### src/rtl/gomoku_board_ctrl_if.sv
// Button, read-port and status bundle between the Gomoku UI front end and the board engine.
// The master side drives buttons and read addresses; the slave side is the engine.
interface gomoku_board_ctrl_if;
    logic       new_game;
    logic       btn_up;
    logic       btn_down;
    logic       btn_left;
    logic       btn_right;
    logic       btn_place;
    logic [3:0] rd_row;
    logic [3:0] rd_col;
    logic [1:0] rd_stone;
    logic [3:0] cursor_row;
    logic [3:0] cursor_col;
    logic [1:0] turn;
    logic       busy;
    logic       game_over;
    logic [1:0] winner;

    modport master (
        output new_game, btn_up, btn_down, btn_left, btn_right, btn_place,
        output rd_row, rd_col,
        input  rd_stone, cursor_row, cursor_col, turn, busy, game_over, winner
    );

    modport slave (
        input  new_game, btn_up, btn_down, btn_left, btn_right, btn_place,
        input  rd_row, rd_col,
        output rd_stone, cursor_row, cursor_col, turn, busy, game_over, winner
    );
endinterface

### src/rtl/gomoku_board_ctrl.sv
// Gomoku game-state engine: N x N board, cursor, alternating placement and a
// sequential five-in-a-row scan after each stone.
//   state        | meaning
//   ST_IDLE      | accepting cursor moves and placements
//   ST_PROBE_POS | walking origin + k*d[dir], one cell per cycle
//   ST_PROBE_NEG | walking origin - k*d[dir], then next direction or resolve
//   ST_RESOLVE   | apply win / draw / turn change, back to idle
module gomoku_board_ctrl #(
    parameter int N       = 15,
    parameter int WIN_LEN = 5
) (
    input  logic               clk,
    input  logic               rst,
    gomoku_board_ctrl_if.slave bus
);
    localparam int CELLS = N * N;
    localparam int IW    = $clog2(CELLS);
    localparam int SW    = $clog2(CELLS + 1);

    localparam logic [3:0]        CENTER  = 4'(N / 2);
    localparam logic [3:0]        LAST    = 4'(N - 1);
    localparam logic [4:0]        N_U     = 5'(N);
    localparam logic signed [6:0] N_S     = 7'(N);
    localparam logic [3:0]        K_LAST  = 4'(WIN_LEN - 1);
    localparam logic [4:0]        WIN_CNT = 5'(WIN_LEN);
    localparam logic [SW-1:0]     FULL    = SW'(CELLS);

    typedef enum logic [1:0] {
        ST_IDLE,
        ST_PROBE_POS,
        ST_PROBE_NEG,
        ST_RESOLVE
    } state_t;

    state_t        state_q;
    logic [1:0]    board_q [CELLS];
    logic [3:0]    cur_row_q, cur_col_q;
    logic [3:0]    cur_row_d, cur_col_d;
    logic [1:0]    turn_q;
    logic [1:0]    winner_q;
    logic [1:0]    rd_stone_q;
    logic          busy_q;
    logic          game_over_q;
    logic [3:0]    org_row_q, org_col_q;
    logic [1:0]    org_color_q;
    logic [1:0]    dir_q;
    logic [3:0]    k_q;
    logic [4:0]    count_q;
    logic          win_q;
    logic [SW-1:0] stones_q;

    logic signed [6:0] dr, dc, pr, pc;
    logic              probe_in, probe_hit, probe_more;
    logic [IW-1:0]     probe_idx, cur_idx, rd_idx;
    logic              rd_in;
    logic [4:0]        count_hit;
    logic              move_ok, place_ok;

    // Probe address: origin plus or minus k steps along the current direction.
    always_comb begin
        dr = 7'sd1;
        dc = 7'sd0;
        case (dir_q)
            2'd0:    begin dr = 7'sd0; dc = 7'sd1;  end
            2'd1:    begin dr = 7'sd1; dc = 7'sd0;  end
            2'd2:    begin dr = 7'sd1; dc = 7'sd1;  end
            default: begin dr = 7'sd1; dc = -7'sd1; end
        endcase
        if (state_q == ST_PROBE_NEG) begin
            dr = -dr;
            dc = -dc;
        end
        pr = $signed({3'b000, org_row_q}) + dr * $signed({3'b000, k_q});
        pc = $signed({3'b000, org_col_q}) + dc * $signed({3'b000, k_q});
        probe_in  = !pr[6] && (pr < N_S) && !pc[6] && (pc < N_S);
        probe_idx = probe_in ? (IW'(pr[3:0]) * IW'(N) + IW'(pc[3:0])) : '0;
        probe_hit = probe_in && (board_q[probe_idx] == org_color_q);
        probe_more = probe_hit && (k_q < K_LAST);
        count_hit  = count_q + {4'd0, probe_hit};
    end

    always_comb begin
        cur_idx  = IW'(cur_row_q) * IW'(N) + IW'(cur_col_q);
        rd_in    = ({1'b0, bus.rd_row} < N_U) && ({1'b0, bus.rd_col} < N_U);
        rd_idx   = rd_in ? (IW'(bus.rd_row) * IW'(N) + IW'(bus.rd_col)) : '0;
        move_ok  = (state_q == ST_IDLE) && !game_over_q && !bus.new_game;
        place_ok = move_ok && bus.btn_place && (board_q[cur_idx] == 2'd0);
        cur_row_d = cur_row_q;
        cur_col_d = cur_col_q;
        if (move_ok) begin
            if (bus.btn_up && !bus.btn_down && (cur_row_q != 4'd0))
                cur_row_d = cur_row_q - 4'd1;
            else if (bus.btn_down && !bus.btn_up && (cur_row_q != LAST))
                cur_row_d = cur_row_q + 4'd1;
            if (bus.btn_left && !bus.btn_right && (cur_col_q != 4'd0))
                cur_col_d = cur_col_q - 4'd1;
            else if (bus.btn_right && !bus.btn_left && (cur_col_q != LAST))
                cur_col_d = cur_col_q + 4'd1;
        end
    end

    always_ff @(posedge clk or negedge rst) begin
        if (!rst) begin
            state_q     <= ST_IDLE;
            for (int i = 0; i < CELLS; i++) board_q[i] <= 2'd0;
            cur_row_q   <= CENTER;
            cur_col_q   <= CENTER;
            turn_q      <= 2'd1;
            winner_q    <= 2'd0;
            rd_stone_q  <= 2'd0;
            busy_q      <= 1'b0;
            game_over_q <= 1'b0;
            org_row_q   <= 4'd0;
            org_col_q   <= 4'd0;
            org_color_q <= 2'd0;
            dir_q       <= 2'd0;
            k_q         <= 4'd1;
            count_q     <= 5'd1;
            win_q       <= 1'b0;
            stones_q    <= '0;
        end else begin
            rd_stone_q <= rd_in ? board_q[rd_idx] : 2'd0;
            if (bus.new_game) begin
                state_q     <= ST_IDLE;
                for (int i = 0; i < CELLS; i++) board_q[i] <= 2'd0;
                cur_row_q   <= CENTER;
                cur_col_q   <= CENTER;
                turn_q      <= 2'd1;
                winner_q    <= 2'd0;
                busy_q      <= 1'b0;
                game_over_q <= 1'b0;
                win_q       <= 1'b0;
                stones_q    <= '0;
            end else begin
                cur_row_q <= cur_row_d;
                cur_col_q <= cur_col_d;
                unique case (state_q)
                    ST_IDLE: begin
                        if (place_ok) begin
                            board_q[cur_idx] <= turn_q;
                            stones_q    <= stones_q + SW'(1);
                            org_row_q   <= cur_row_q;
                            org_col_q   <= cur_col_q;
                            org_color_q <= turn_q;
                            dir_q       <= 2'd0;
                            k_q         <= 4'd1;
                            count_q     <= 5'd1;
                            win_q       <= 1'b0;
                            busy_q      <= 1'b1;
                            state_q     <= ST_PROBE_POS;
                        end
                    end
                    ST_PROBE_POS: begin
                        count_q <= count_hit;
                        if (probe_more) begin
                            k_q <= k_q + 4'd1;
                        end else begin
                            k_q     <= 4'd1;
                            state_q <= ST_PROBE_NEG;
                        end
                    end
                    ST_PROBE_NEG: begin
                        if (probe_more) begin
                            count_q <= count_hit;
                            k_q     <= k_q + 4'd1;
                        end else if (count_hit >= WIN_CNT) begin
                            win_q   <= 1'b1;
                            state_q <= ST_RESOLVE;
                        end else if (dir_q != 2'd3) begin
                            dir_q   <= dir_q + 2'd1;
                            k_q     <= 4'd1;
                            count_q <= 5'd1;
                            state_q <= ST_PROBE_POS;
                        end else begin
                            state_q <= ST_RESOLVE;
                        end
                    end
                    ST_RESOLVE: begin
                        if (win_q) begin
                            game_over_q <= 1'b1;
                            winner_q    <= org_color_q;
                        end else if (stones_q == FULL) begin
                            game_over_q <= 1'b1;
                            winner_q    <= 2'd0;
                        end else begin
                            turn_q <= (turn_q == 2'd1) ? 2'd2 : 2'd1;
                        end
                        busy_q  <= 1'b0;
                        state_q <= ST_IDLE;
                    end
                    default: state_q <= ST_IDLE;
                endcase
            end
        end
    end

    assign bus.rd_stone   = rd_stone_q;
    assign bus.cursor_row = cur_row_q;
    assign bus.cursor_col = cur_col_q;
    assign bus.turn       = turn_q;
    assign bus.busy       = busy_q;
    assign bus.game_over  = game_over_q;
    assign bus.winner     = winner_q;
endmodule

### src/flat_wrapper.sv
// flat-port wrapper written by rule: the top's interface ports become plain ports
module gomoku_board_ctrl_flat 
#(
    parameter int N       = 15,
    parameter int WIN_LEN = 5
)
  (clk, rst, bus_new_game, bus_btn_up, bus_btn_down, bus_btn_left, bus_btn_right, bus_btn_place, bus_rd_row, bus_rd_col, bus_rd_stone, bus_cursor_row, bus_cursor_col, bus_turn, bus_busy, bus_game_over, bus_winner);
  gomoku_board_ctrl_if bus_i ();
  input  logic clk;
  input  logic rst;
  input wire logic [$bits(bus_i.new_game)-1:0] bus_new_game;
  input wire logic [$bits(bus_i.btn_up)-1:0] bus_btn_up;
  input wire logic [$bits(bus_i.btn_down)-1:0] bus_btn_down;
  input wire logic [$bits(bus_i.btn_left)-1:0] bus_btn_left;
  input wire logic [$bits(bus_i.btn_right)-1:0] bus_btn_right;
  input wire logic [$bits(bus_i.btn_place)-1:0] bus_btn_place;
  input wire logic [$bits(bus_i.rd_row)-1:0] bus_rd_row;
  input wire logic [$bits(bus_i.rd_col)-1:0] bus_rd_col;
  output wire logic [$bits(bus_i.rd_stone)-1:0] bus_rd_stone;
  output wire logic [$bits(bus_i.cursor_row)-1:0] bus_cursor_row;
  output wire logic [$bits(bus_i.cursor_col)-1:0] bus_cursor_col;
  output wire logic [$bits(bus_i.turn)-1:0] bus_turn;
  output wire logic [$bits(bus_i.busy)-1:0] bus_busy;
  output wire logic [$bits(bus_i.game_over)-1:0] bus_game_over;
  output wire logic [$bits(bus_i.winner)-1:0] bus_winner;
  assign bus_i.new_game = bus_new_game;
  assign bus_i.btn_up = bus_btn_up;
  assign bus_i.btn_down = bus_btn_down;
  assign bus_i.btn_left = bus_btn_left;
  assign bus_i.btn_right = bus_btn_right;
  assign bus_i.btn_place = bus_btn_place;
  assign bus_i.rd_row = bus_rd_row;
  assign bus_i.rd_col = bus_rd_col;
  assign bus_rd_stone = bus_i.rd_stone;
  assign bus_cursor_row = bus_i.cursor_row;
  assign bus_cursor_col = bus_i.cursor_col;
  assign bus_turn = bus_i.turn;
  assign bus_busy = bus_i.busy;
  assign bus_game_over = bus_i.game_over;
  assign bus_winner = bus_i.winner;
  gomoku_board_ctrl #(.N(N), .WIN_LEN(WIN_LEN)) u_core (.clk(clk), .rst(rst), .bus(bus_i));
endmodule
### config.mk
export PLATFORM = sky130hd
export DESIGN_NAME = gomoku_board_ctrl_flat
export DESIGN_NICKNAME = d
export VERILOG_FILES = /design/src/rtl/gomoku_board_ctrl_if.sv /design/src/rtl/gomoku_board_ctrl.sv /design/src/flat_wrapper.sv
export SDC_FILE = /design/constraint.sdc
export NUM_CORES = 2
export LEC_CHECK = 0
export CAP_MARGIN = 20
export CORE_UTILIZATION = 26
export DETAILED_ROUTE_END_ITERATION = 16
export SLEW_MARGIN = 15
export SYNTH_ARGS = -nofsm -noshare
export SYNTH_HDL_FRONTEND = slang
export SYNTH_SLANG_ARGS = --single-unit
### constraint.sdc
create_clock -name clk -period 19.7 [get_ports clk]
set_clock_uncertainty 0.05 [all_clocks]
set_input_delay 2.955 -clock clk [delete_from_list [all_inputs] [get_ports clk]]
set_output_delay 2.955 -clock clk [all_outputs]
set_load 0.02 [all_outputs]
==> metrics.txt <==
post-DP HPWL 100000 um; Netlist Area Pre-Place 32800 um2; final hold vios 0; ratio of final minimum period to clock period 0.611; Die H 357 um; CTS tree built; top routing layer used met5; setup TNS 0 ns; RSZ-0062 raised after global routing no; DR vias 32700; Synth Net Count 4033; Port Buffers 31; Netlist cell types 84; antenna-violating nets left 0; hold path cells 1; largest net degree at the start of global routing 204; clk sink count 498; vias in the first global route 30700; GR Util All Layers 0.228; Max Cap Violations 0; layout cells sized above 1 0.0925; Layout area overhead 13.2%; Ys Warns 0; Mapped Cells 3874; total CTS buffers 56; crit start category register; Post-CTS Hold Buffers 0; WP data required 20.18 ns; run status finished clean; Main synth FF type dfrtp_1; FF-to-FF path depth 36; DRC viols 0; end of the worst hold path u_core.k_q[0]; Post-synth EDFFs 0; fin. max-slew vios 0; mean post-synth cell area 8.48 um2; r2r startpoint u_core.state_q[0]; initial antenna violation count 2; Slew HR 0.110; post-CTS setup buffer count 0; met3 WL post-DR 16400 um; critical path peak fanout 30; Die W 357 um; most common cell after layout, fill and taps aside nor2_1; Ports 32; M1 WL 62300 um; slowest stage cell, crit path fa_4; Async S/R FF share, synth 1.00; Hold Startpoint u_core.k_q[0]; sequential share of the synthesized area 0.380; die area 128000 um2; Inserted Diodes 0; DRT Wirelength 149000 um; synthesized flop and latch total 498; Max Freq 83.1 MHz; DRT iter0 DRCs 4895; starting density of the core 0.262; routability congestion estimate 1.07; max incr delay on CP 0.97 ns; # rows 130; Root Buffer clkbuf_16; Final nets 3931; H-tree levels 2; Final Critical Period 12.04 ns; grt total ovfl 0; FF-to-FF End u_core.count_q[3]; CP endpoint kind register; insertion delay to the later sink of the worst-skew pair 0.68 ns; Setup-failing EPs final 0; Pre-antenna DRT Iters 8; Core Area 125000 um2; R2R setup slack 7.66 ns; DR WL/cell 27.2 um; first-pass GRT wire length 219000 um; most frequent cells in the layout 665 x nor2_1, 623 x a21oi_1, 489 x dfrtp_1; Worst Tran Pin Value 1.33 ns; number of gates resized after CTS 0; met2 wire len 62100 um; routed vias/inst 5.97; Reg clk slew, reported paths 0.06 ns; Setup CP Type reg2reg; clk buf depth 3; CP arrival 12.52 ns; Critical Path Most Common Cell ha_1; hold crit path type reg2reg
## flip-flops by register name (all words and copies together) (netlist names)
name / flops
u_core.count_q: 5
u_core.board_q: 450
u_core.bus.busy: 1
u_core.win_q: 1
u_core.bus.cursor_col: 4
u_core.org_col_q: 4
u_core.bus.game_over: 1
u_core.bus.winner: 2
u_core.state_q: 2
u_core.org_row_q: 4
u_core.dir_q: 2
u_core.bus.cursor_row: 4
u_core.org_color_q: 2
u_core.k_q: 4
u_core.bus.turn: 2
u_core.bus.rd_stone: 2
u_core.stones_q: 8
## per-stage QoR
stage,worst slack [ns],cell area (um2),std cells,hold WS (ns),utilization
floorplan,10.33,32800,3874,0.435,-
finish,7.66,37200,5468,0.474,0.296
detailed placement,8.00,35100,5357,0.456,0.280
CTS,7.95,37100,5461,0.473,0.296
global placement,8.01,35100,5350,0.460,0.280
global route,7.25,37200,5468,0.489,0.296
## critical path, delay by kind of cell (launching register included)
family                     cells  cell delay, ns
muxes                          1            0.26
adders and majority gates     10            4.42
DFF                            1            0.43
buffers and inverters          6            1.30
AOI/OAI and AO/OA             10            2.70
and+or+nand+nor                9            2.70
## worst max-delay path by stage
| stage | to | slack [ns] | start |
|---|---|---|---|
| 6_report | u_core.count_q[3] | 7.66 | u_core.state_q[0] |
| 5_1_grt | u_core.count_q[0] | 7.25 | u_core.state_q[0] |
| 4_1_cts | u_core.count_q[0] | 7.95 | u_core.state_q[0] |
| 3_5_place_dp | u_core.count_q[3] | 8.00 | u_core.state_q[0] |
| 3_3_place_gp | u_core.count_q[3] | 8.01 | u_core.state_q[0] |
| 2_1_floorplan | u_core.count_q[3] | 10.33 | u_core.state_q[0] |
## synthesized netlist by cell type (all sizes together) (14+ instances only)
library cell | n | area (um2)
a221oi | 24 | 210
clkbuf | 229 | 860
a311oi | 34 | 298
mux2i | 182 | 1820
a221o | 26 | 260
mux2 | 29 | 327
nor3 | 142 | 721
and2 | 16 | 100
nand3 | 51 | 265
ha | 104 | 1300
inv | 103 | 387
o311ai | 35 | 307
nor2 | 684 | 2580
a31oi | 46 | 288
dfrtp | 489 | 12200
a21oi | 624 | 3130
xnor2 | 30 | 270
o21ai | 90 | 454
o22ai | 51 | 319
o211ai | 14 | 110
mux4 | 36 | 811
fa | 39 | 781
a211oi | 155 | 1160
buf | 80 | 368
nor2b | 62 | 388
nand4 | 16 | 100
nand2 | 253 | 962
## logic make-up after synthesis
group,synth area share
xor gates and xnor gates,0.0123
muxes,0.0901
DFF,0.380
and+or+nand+nor,0.169
buffers and inverters,0.0491
adders and majority gates,0.0634
AOI/OAI and AO/OA,0.236
## layer usage
| layer | GRT usage | vias up |
|---|---|---|
| li1 | - | 13800 |
| met1 | 0.318 | 16200 |
| met2 | 0.331 | 2153 |
| met3 | 0.0528 | 442 |
| met4 | 0.107 | 4 |
| met5 | 0 | - |
## area by class of cell
cell class              instances  area (um2)
well taps                    1650        2060
clock inverters                35         399
clock buffers                  69        1570
inverters                     103         387
flip-flops and latches        498       12500
fillers                     13300       88200
multi-input cells            2964       19000
repair buffers                149        1240
Power is not shown: default switching activity piles up to over one toggle a cycle in this logic, so the estimate is an artifact.
